### config.mk
export PLATFORM = sky130hd
export DESIGN_NAME = demux4_dispatch_flat
export DESIGN_NICKNAME = d
export VERILOG_FILES = /design/src/rtl/demux4_pkg.sv /design/src/rtl/demux4_dispatch_if.sv /design/src/rtl/demux4_fifo2.sv /design/src/rtl/demux4_dispatch.sv /design/src/flat_wrapper.sv
export SDC_FILE = /design/constraint.sdc
export NUM_CORES = 1
export LEC_CHECK = 0
export CAP_MARGIN = 20
export CELL_PAD_IN_SITES_DETAIL_PLACEMENT = 1
export CELL_PAD_IN_SITES_GLOBAL_PLACEMENT = 2
export CORE_MARGIN = 1
export CORE_UTILIZATION = 39
export DETAILED_ROUTE_END_ITERATION = 12
export MAX_ROUTING_LAYER = met4
export PLACE_DENSITY = 0.81
export SYNTH_ARGS = -nofsm -noshare
export SYNTH_HDL_FRONTEND = slang
export SYNTH_SLANG_ARGS = --single-unit
export TNS_END_PERCENT = 30
### constraint.sdc
create_clock -name clk -period 10.43 [get_ports clk]
set_input_delay 1.043 -clock clk [delete_from_list [all_inputs] [get_ports clk]]
set_output_delay 1.043 -clock clk [all_outputs]
set_load 0.02 [all_outputs]
### src/rtl/demux4_pkg.sv
// Shared types and constants for the 4-way dispatch demux.
package demux4_pkg;
  localparam int unsigned NUM_DEST   = 4;
  localparam int unsigned FIFO_DEPTH = 2;

  typedef logic [1:0] dest_sel_t;
endpackage

### src/rtl/demux4_dispatch_if.sv
// Upstream handshake plus four downstream ready/valid channels of the dispatch demux.
interface demux4_dispatch_if
  import demux4_pkg::*;
#(
  parameter int unsigned WIDTH = 32
) ();
  logic                      in_valid;
  logic                      in_ready;
  logic [WIDTH-1:0]          in_data;
  dest_sel_t                 s;
  logic [NUM_DEST-1:0]       out_valid;
  logic [NUM_DEST-1:0]       out_ready;
  logic [NUM_DEST*WIDTH-1:0] out_data;

  // master: the environment driving the block; slave: the block itself
  modport master (
    output in_valid, in_data, s, out_ready,
    input  in_ready, out_valid, out_data
  );

  modport slave (
    input  in_valid, in_data, s, out_ready,
    output in_ready, out_valid, out_data
  );
endinterface

### src/rtl/demux4_fifo2.sv
// Two-entry per-channel FIFO; head entry is driven straight from storage.
module demux4_fifo2
  import demux4_pkg::*;
#(
  parameter int unsigned WIDTH = 32
) (
  input  logic             clk,
  input  logic             rst,
  input  logic             push,
  input  logic             pop,
  input  logic [WIDTH-1:0] din,
  output logic [WIDTH-1:0] dout,
  output logic             full,
  output logic             empty
);
  localparam int unsigned PTR_W = $clog2(FIFO_DEPTH);
  localparam int unsigned OCC_W = $clog2(FIFO_DEPTH + 1);

  logic [WIDTH-1:0] mem [FIFO_DEPTH];
  logic [PTR_W-1:0] wr_ptr;
  logic [PTR_W-1:0] rd_ptr;
  logic [OCC_W-1:0] occ;
  logic             do_push;
  logic             do_pop;

  assign full    = (occ == OCC_W'(FIFO_DEPTH));
  assign empty   = (occ == '0);
  assign do_push = push && !full;
  assign do_pop  = pop && !empty;
  assign dout    = mem[rd_ptr];

  // push into a full FIFO is refused even when it pops in the same cycle
  always_ff @(posedge clk or posedge rst) begin
    if (rst) begin
      for (int i = 0; i < FIFO_DEPTH; i++) mem[i] <= '0;
      wr_ptr <= '0;
      rd_ptr <= '0;
      occ    <= '0;
    end else begin
      if (do_push) begin
        mem[wr_ptr] <= din;
        wr_ptr      <= wr_ptr + PTR_W'(1);
      end
      if (do_pop) rd_ptr <= rd_ptr + PTR_W'(1);
      occ <= occ + OCC_W'(do_push) - OCC_W'(do_pop);
    end
  end
endmodule

### src/rtl/demux4_dispatch.sv
// Routes each accepted payload to one of four 2-deep FIFO channels chosen by s.
// Optional per-channel pop counters under DEMUX4_DISPATCH_PERF_CNT_EN.
module demux4_dispatch
  import demux4_pkg::*;
#(
  parameter int unsigned WIDTH = 32,
  parameter int unsigned CNT_W = 16
) (
  input  logic                      clk,
  input  logic                      rst,
`ifdef DEMUX4_DISPATCH_PERF_CNT_EN
  output logic [NUM_DEST*CNT_W-1:0] perf_cnt,
`endif
  demux4_dispatch_if.slave          bus
);
  logic [NUM_DEST-1:0] full;
  logic [NUM_DEST-1:0] empty;
  logic [NUM_DEST-1:0] push;
  logic [NUM_DEST-1:0] pop;

  // ready depends only on s and registered occupancy, never on downstream ready
  assign bus.in_ready = !full[bus.s];

  for (genvar i = 0; i < NUM_DEST; i++) begin : g_ch
    assign push[i]          = bus.in_valid && bus.in_ready && (bus.s == dest_sel_t'(i));
    assign pop[i]           = bus.out_ready[i] && !empty[i];
    assign bus.out_valid[i] = !empty[i];

    demux4_fifo2 #(.WIDTH(WIDTH)) u_fifo (
      .clk   (clk),
      .rst   (rst),
      .push  (push[i]),
      .pop   (pop[i]),
      .din   (bus.in_data),
      .dout  (bus.out_data[i*WIDTH +: WIDTH]),
      .full  (full[i]),
      .empty (empty[i])
    );

`ifdef DEMUX4_DISPATCH_PERF_CNT_EN
    logic [CNT_W-1:0] pop_cnt;

    always_ff @(posedge clk or posedge rst) begin
      if (rst)         pop_cnt <= '0;
      else if (pop[i]) pop_cnt <= pop_cnt + CNT_W'(1);
    end

    assign perf_cnt[i*CNT_W +: CNT_W] = pop_cnt;
`endif
  end
endmodule
### src/flat_wrapper.sv
// flat-port wrapper written by rule: the top's interface ports become plain ports
module demux4_dispatch_flat import demux4_pkg::*;
#(
  parameter int unsigned WIDTH = 32,
  parameter int unsigned CNT_W = 16
)
  (clk, rst, bus_in_valid, bus_in_data, bus_s, bus_out_ready, bus_in_ready, bus_out_valid, bus_out_data);
  demux4_dispatch_if #(.WIDTH(WIDTH)) bus_i ();
  input  logic clk;
  input  logic rst;
  input wire logic [$bits(bus_i.in_valid)-1:0] bus_in_valid;
  input wire logic [$bits(bus_i.in_data)-1:0] bus_in_data;
  input wire logic [$bits(bus_i.s)-1:0] bus_s;
  input wire logic [$bits(bus_i.out_ready)-1:0] bus_out_ready;
  output wire logic [$bits(bus_i.in_ready)-1:0] bus_in_ready;
  output wire logic [$bits(bus_i.out_valid)-1:0] bus_out_valid;
  output wire logic [$bits(bus_i.out_data)-1:0] bus_out_data;
  assign bus_i.in_valid = bus_in_valid;
  assign bus_i.in_data = bus_in_data;
  assign bus_i.s = bus_s;
  assign bus_i.out_ready = bus_out_ready;
  assign bus_in_ready = bus_i.in_ready;
  assign bus_out_valid = bus_i.out_valid;
  assign bus_out_data = bus_i.out_data;
  demux4_dispatch #(.WIDTH(WIDTH), .CNT_W(CNT_W)) u_core (.clk(clk), .rst(rst), .bus(bus_i));
endmodule
Yosys cells after proc, flatten, opt, wreduce, memory -nomap -nowiden
Cells that the tools add are included.
{"block": "totals", "ff_bits": 272, "inputBits": 41, "elab_cells": 125}
{"block": "op_classes", "eq_ne": 7, "n_reduce_logical": 35, "mux": 26, "add_sub_neg": 16, "magnitude_cmp": 13, "bitwise_logic": 8}
{"operator": "$mux W32", "n": 16}
{"operator": "$bwmux W64", "n": 4}
{"operator": "$demux W32 S1", "n": 4}
{"operator": "$logic_and A1 B1 Y1", "n": 21}
{"operator": "$ge A2 B2 Y1 const B", "n": 8}
{"operator": "$not A1 Y2", "n": 8}
{"operator": "$eq A2 B2 Y1 const B", "n": 6}
{"operator": "$logic_not A2 Y1", "n": 5}
{"operator": "$logic_not A1 Y1", "n": 9}
{"operator": "$add A1 B1 Y1 const B", "n": 8}
{"operator": "$add A2 B1 Y2", "n": 4}
{"operator": "$lt A2 B1 Y1 const B", "n": 4}
{"operator": "$sub A2 B1 Y2", "n": 4}
{"operator": "$lt A2 B3 Y1 const B", "n": 1}
{"operator": "$bmux W1 S2", "n": 1}
{"operator": "$eq A2 B1 Y1 const B", "n": 1}
{"operator": "$mux W1", "n": 1}

Depth between registers and ports, before layout
{"block": "depth", "ltp_word": 9, "mapped_depth": 8, "depth_no_buf": 7}

Hierarchy
A second synthesis with hierarchy kept.
{"block": "hier_totals", "cells_unflattened": 775, "hier_area_um2": 12470.7}
{"mod": "demux4_fifo2", "instances": 4, "area_per_inst_um2": 3091.7, "cells_per_inst": 190}
{"mod": "demux4_dispatch", "instances": 1, "area_per_inst_um2": 103.8, "cells_per_inst": 15}

Worst setup path after synthesis
OpenSTA, ideal clock, no wires.
{"block": "synth_timing", "kind": "input to output", "start": "in bus_s[0]", "end": "out bus_in_ready", "slack_ps": 7606, "stages": 2, "path_buffers": 1, "t_arrival_ps": 1781, "t_required_ps": 9387, "cell_sequence": "buf_2 > mux4_2"}
{"block": "synth_between", "elab_chain_len": 3}
{"element": "from (decl)", "line": "flat_wrapper.sv:13", "text": "input wire logic [$bits(bus_i.s)-1:0] bus_s;"}
{"element": "$bmux W1 S2", "line": "demux4_dispatch.sv:22", "text": "assign bus.in_ready = !full[bus.s];"}
{"element": "$mux W1 (implied by the code)", "line": "demux4_dispatch.sv:22"}
{"element": "$logic_not A1 Y1", "line": "demux4_dispatch.sv:22"}
{"element": "to (decl)", "line": "flat_wrapper.sv:15", "text": "output wire logic [$bits(bus_i.in_ready)-1:0] bus_in_ready;"}
Every way passes these cells. The select of a mux whose other input is x is not followed.

Final worst setup path
Same ends and word-level chain as after synthesis.

==> flow_summary.yaml <==
outcome:
  status: "finished, final reports clean"
critical_path:
  cp_num_buf_inv: 2
  cp_slowest_cell: "clkdlybuf4s50_1"
  cpMostUsedCell: "clkdlybuf4s50_1"
  cp-start-kind: "input pin"
  path_class: "in -> out"
  cp_cell_sequence: "clkdlybuf4s50_1, mux4_2, clkdlybuf4s50_1"
  arrival_ns: 2.85
  crit_path_max_fanout: 9
  critPathCaptureType: "output pin"
  required_ns: 9.39
  crit_path_max_incr_delay_ns: 0.70
  cpLargestDelayFamily: "buffers and inverters"
cts:
  clock-root-buffer: "clkbuf_16"
  cts_hold_buf: 0
  clk_path_buf_depth: 3
  ctsResizeCount: 0
  h-tree-depth: 1
  cts_tree: "yes"
  cts.clk_slew.worst_paths_ns: 0.06
  post_cts_buffers: 0
  clk_latency_ns: 0.54
  clock_sinks: 272
  numCtsBuffers: 29
route:
  drt-initial-drc-count: 184
  dr_total_vias: 6874
  drcViolationCount: 0
  finalWirelength_mm: 28.9
  avgViaCountPerCell: 5.13
  dr.pass1.iters: 4
  ant_nets: 0
  wl_per_cell_um: 21.5
yosys:
  ys_seq_elements: 272
  syn_area_per_cell_um2: 15.7
  ys_warn_count: 0
  syn_area_um2: 12000
  synth_enable_flop_cells: 0
  synth-compound-area-share_pct: 0
  synth-simple-area-share_pct: 1.77
  ys.flop_type: "dfrtp_1"
  muxShareOfSynthArea_pct: 37.3
  seq_area_frac_synth_pct: 56.9
  yosysUniqueCellTypes: 27
  async_flop_share_pct: 100
  syn_nets: 809
  synth-xor-area-share_pct: 1.17
  syn_inst: 760
  synth_top_family_by_area: "multiplexers"
  synth_fa_ha_area_share_pct: 0.837
sta:
  setup_viol: 0
  timing.fmax_ghz: 0.257
  fin_crit_sh_pct: 37.4
  clock_skew_ns: 0.00945
  drv_slew: 0
  tightest_slew_ns: 1.08
  rsz0062_at_grt: "no"
  period_minus_slack_ns: 3.90
  finalSetupTns_ns: 0
  max_slew_margin_pct: 28.2
  hold_violations: 0
place:
  gp_congestion: 0.697
  portBuffers: 173
  hpwl_mm: 17.9
  place_inst: 1288
flow_run:
  max_cap_violations: 0
cells_and_area:
  finish.net_count: 979
  num_antenna_cells: 0
  fillCellCount: 2895
  finish.utilization_pct: 50.4
  drive_gt1_share_pct: 47.9
  synthToLayoutAreaGrowth_pct: 25.9
  stdcell_count: 1341
floorplanning:
  die-area_um2: 31400
  std_cell_rows: 63
  die_h_um: 177
  coreArea_um2: 29900
  initial_core_util_pct: 40.0
  io_pins: 174
  die_w_um: 177
grt:
  grt_pass1_vias: 7575
  track_usage_pct: 19.3
  grt_pass1_wl_mm: 45.1
  grt_overflow: 0
  grt_max_degree: 124
  antenna_found_initial: 0
power:
  power_density_nw_per_um2: 370
  p_leak_nw: 6.46
  ir_drop_v: 0.000182
min_path:
  hold_path.class: "reg -> reg"
## metal layers
metal / wire (um) / up-vias / global-route usage (%)
met5: 0 / - / -
met4: 407 / 0 / 3.16
met3: 1030 / 31 / 2.92
met2: 13900 / 129 / 30.6
met1: 13600 / 3651 / 26.5
li1: - / 3063 / -
## area by class of cell
type                       count  area, um2  share of cell area [%]
clock buffer                  42        865                    5.74
timing repair buffer         183       1850                    12.3
tap                          390        488                    3.24
clock inverter                10       81.3                   0.540
inverter                       5       26.3                   0.175
multi-input combinational    439       4940                    32.8
sequential                   272       6810                    45.2
## cell usage in the layout (no fill, tap or decap), types with 2 or more instances in the layout
cell             Yosys  layout
ha_1                 8       8
nand3_1              2       2
clkdlybuf4s50_1      0     173
nand4_1              3       3
buf_4                1       8
dfrtp_1            272     268
nor2b_1              2       2
mux2_2             352     352
xnor2_1             12      12
inv_1                5       4
mux2_1               2       2
or2_2                4       4
xor2_1               4       4
nand4b_1             2       2
clkbuf_16            0      29
nor4b_4              0       2
clkinv_2             0       7
buf_16               0       2
clkbuf_1            17       4
nand2b_1             4       4
dfrtp_2              0       4
clkbuf_8             0       9
mux2_4              30      30
and2_1               4       4
## synthesized netlist by cell type, types with 3 or more instances
master    instances  area [um2]
mux2_4           30         450
xor2_1            4        35.0
or2_2             4        25.0
clkbuf_1         17        63.8
dfrtp_1         272        6810
ha_1              8         100
xnor2_1          12         105
and2_1            4        25.0
nand4_1           3        18.8
inv_1             5        18.8
buf_2            22         110
nand2b_1          4        25.0
mux2_2          352        3960
buf_6             4        45.0
## flip-flops by register name, summed over array words and instances (netlist names)
register,cells
u_core.g_ch.u_fifo.mem,256
u_core.g_ch.u_fifo.occ,8
u_core.g_ch.u_fifo.wr_ptr,4
u_core.g_ch.u_fifo.rd_ptr,4
## cells by family after synthesis
logic type / count (synthesis)
and+or+nand+nor: 30
adders and majority gates: 8
muxes: 385
DFF: 272
xor gates and xnor gates: 16
buffers and inverters: 49
## worst register-to-register path: stages (launching register included)
cell and delay (ns):
dfrtp_1 0.40, nand2b_1 0.18, and4_2 0.98, mux2_2 0.45
## stage by stage
stage                     setup WS, ns  total power (W)  hold slack [ns]  cell area [um2]
after detailed placement          6.54          0.00459            0.472            14100
after global placement            6.55          0.00452            0.463            14100
after floorplan                   1.89          0.00346            0.452            12000
after CTS                         6.54          0.00564            0.486            15000
after global routing              6.49          0.00587            0.510            15100
final                             6.53          0.00556            0.480            15100
## worst paths after layout
kind	from	cells past startpoint	endpoint	slack [ns]
max in group asynchronous	rst	3	u_core.g_ch[1].u_fifo.mem[41]	7.86
setup reg to reg	u_core.g_ch[1].u_fifo.occ[1]	3	u_core.g_ch[1].u_fifo.mem[29]	8.31
hold / removal	u_core.g_ch[1].u_fifo.mem[28]	1	u_core.g_ch[1].u_fifo.mem[28]	0.48
hold reg to reg	u_core.g_ch[1].u_fifo.mem[28]	1	u_core.g_ch[1].u_fifo.mem[28]	0.48
min in group asynchronous	rst	2	u_core.g_ch[2].u_fifo.occ[1]	1.09
setup / recovery	bus_s[0]	3	bus_in_ready	6.53
## power breakdown
group,total [W],internal [W],switching (W)
sequential,0.00198,0.00158,0.000392
combinational,0.00258,0.00148,0.00110
clock,0.00101,0.000596,0.000411
total,0.00556,0.00366,0.00191
(Power assumes the default switching activity.)
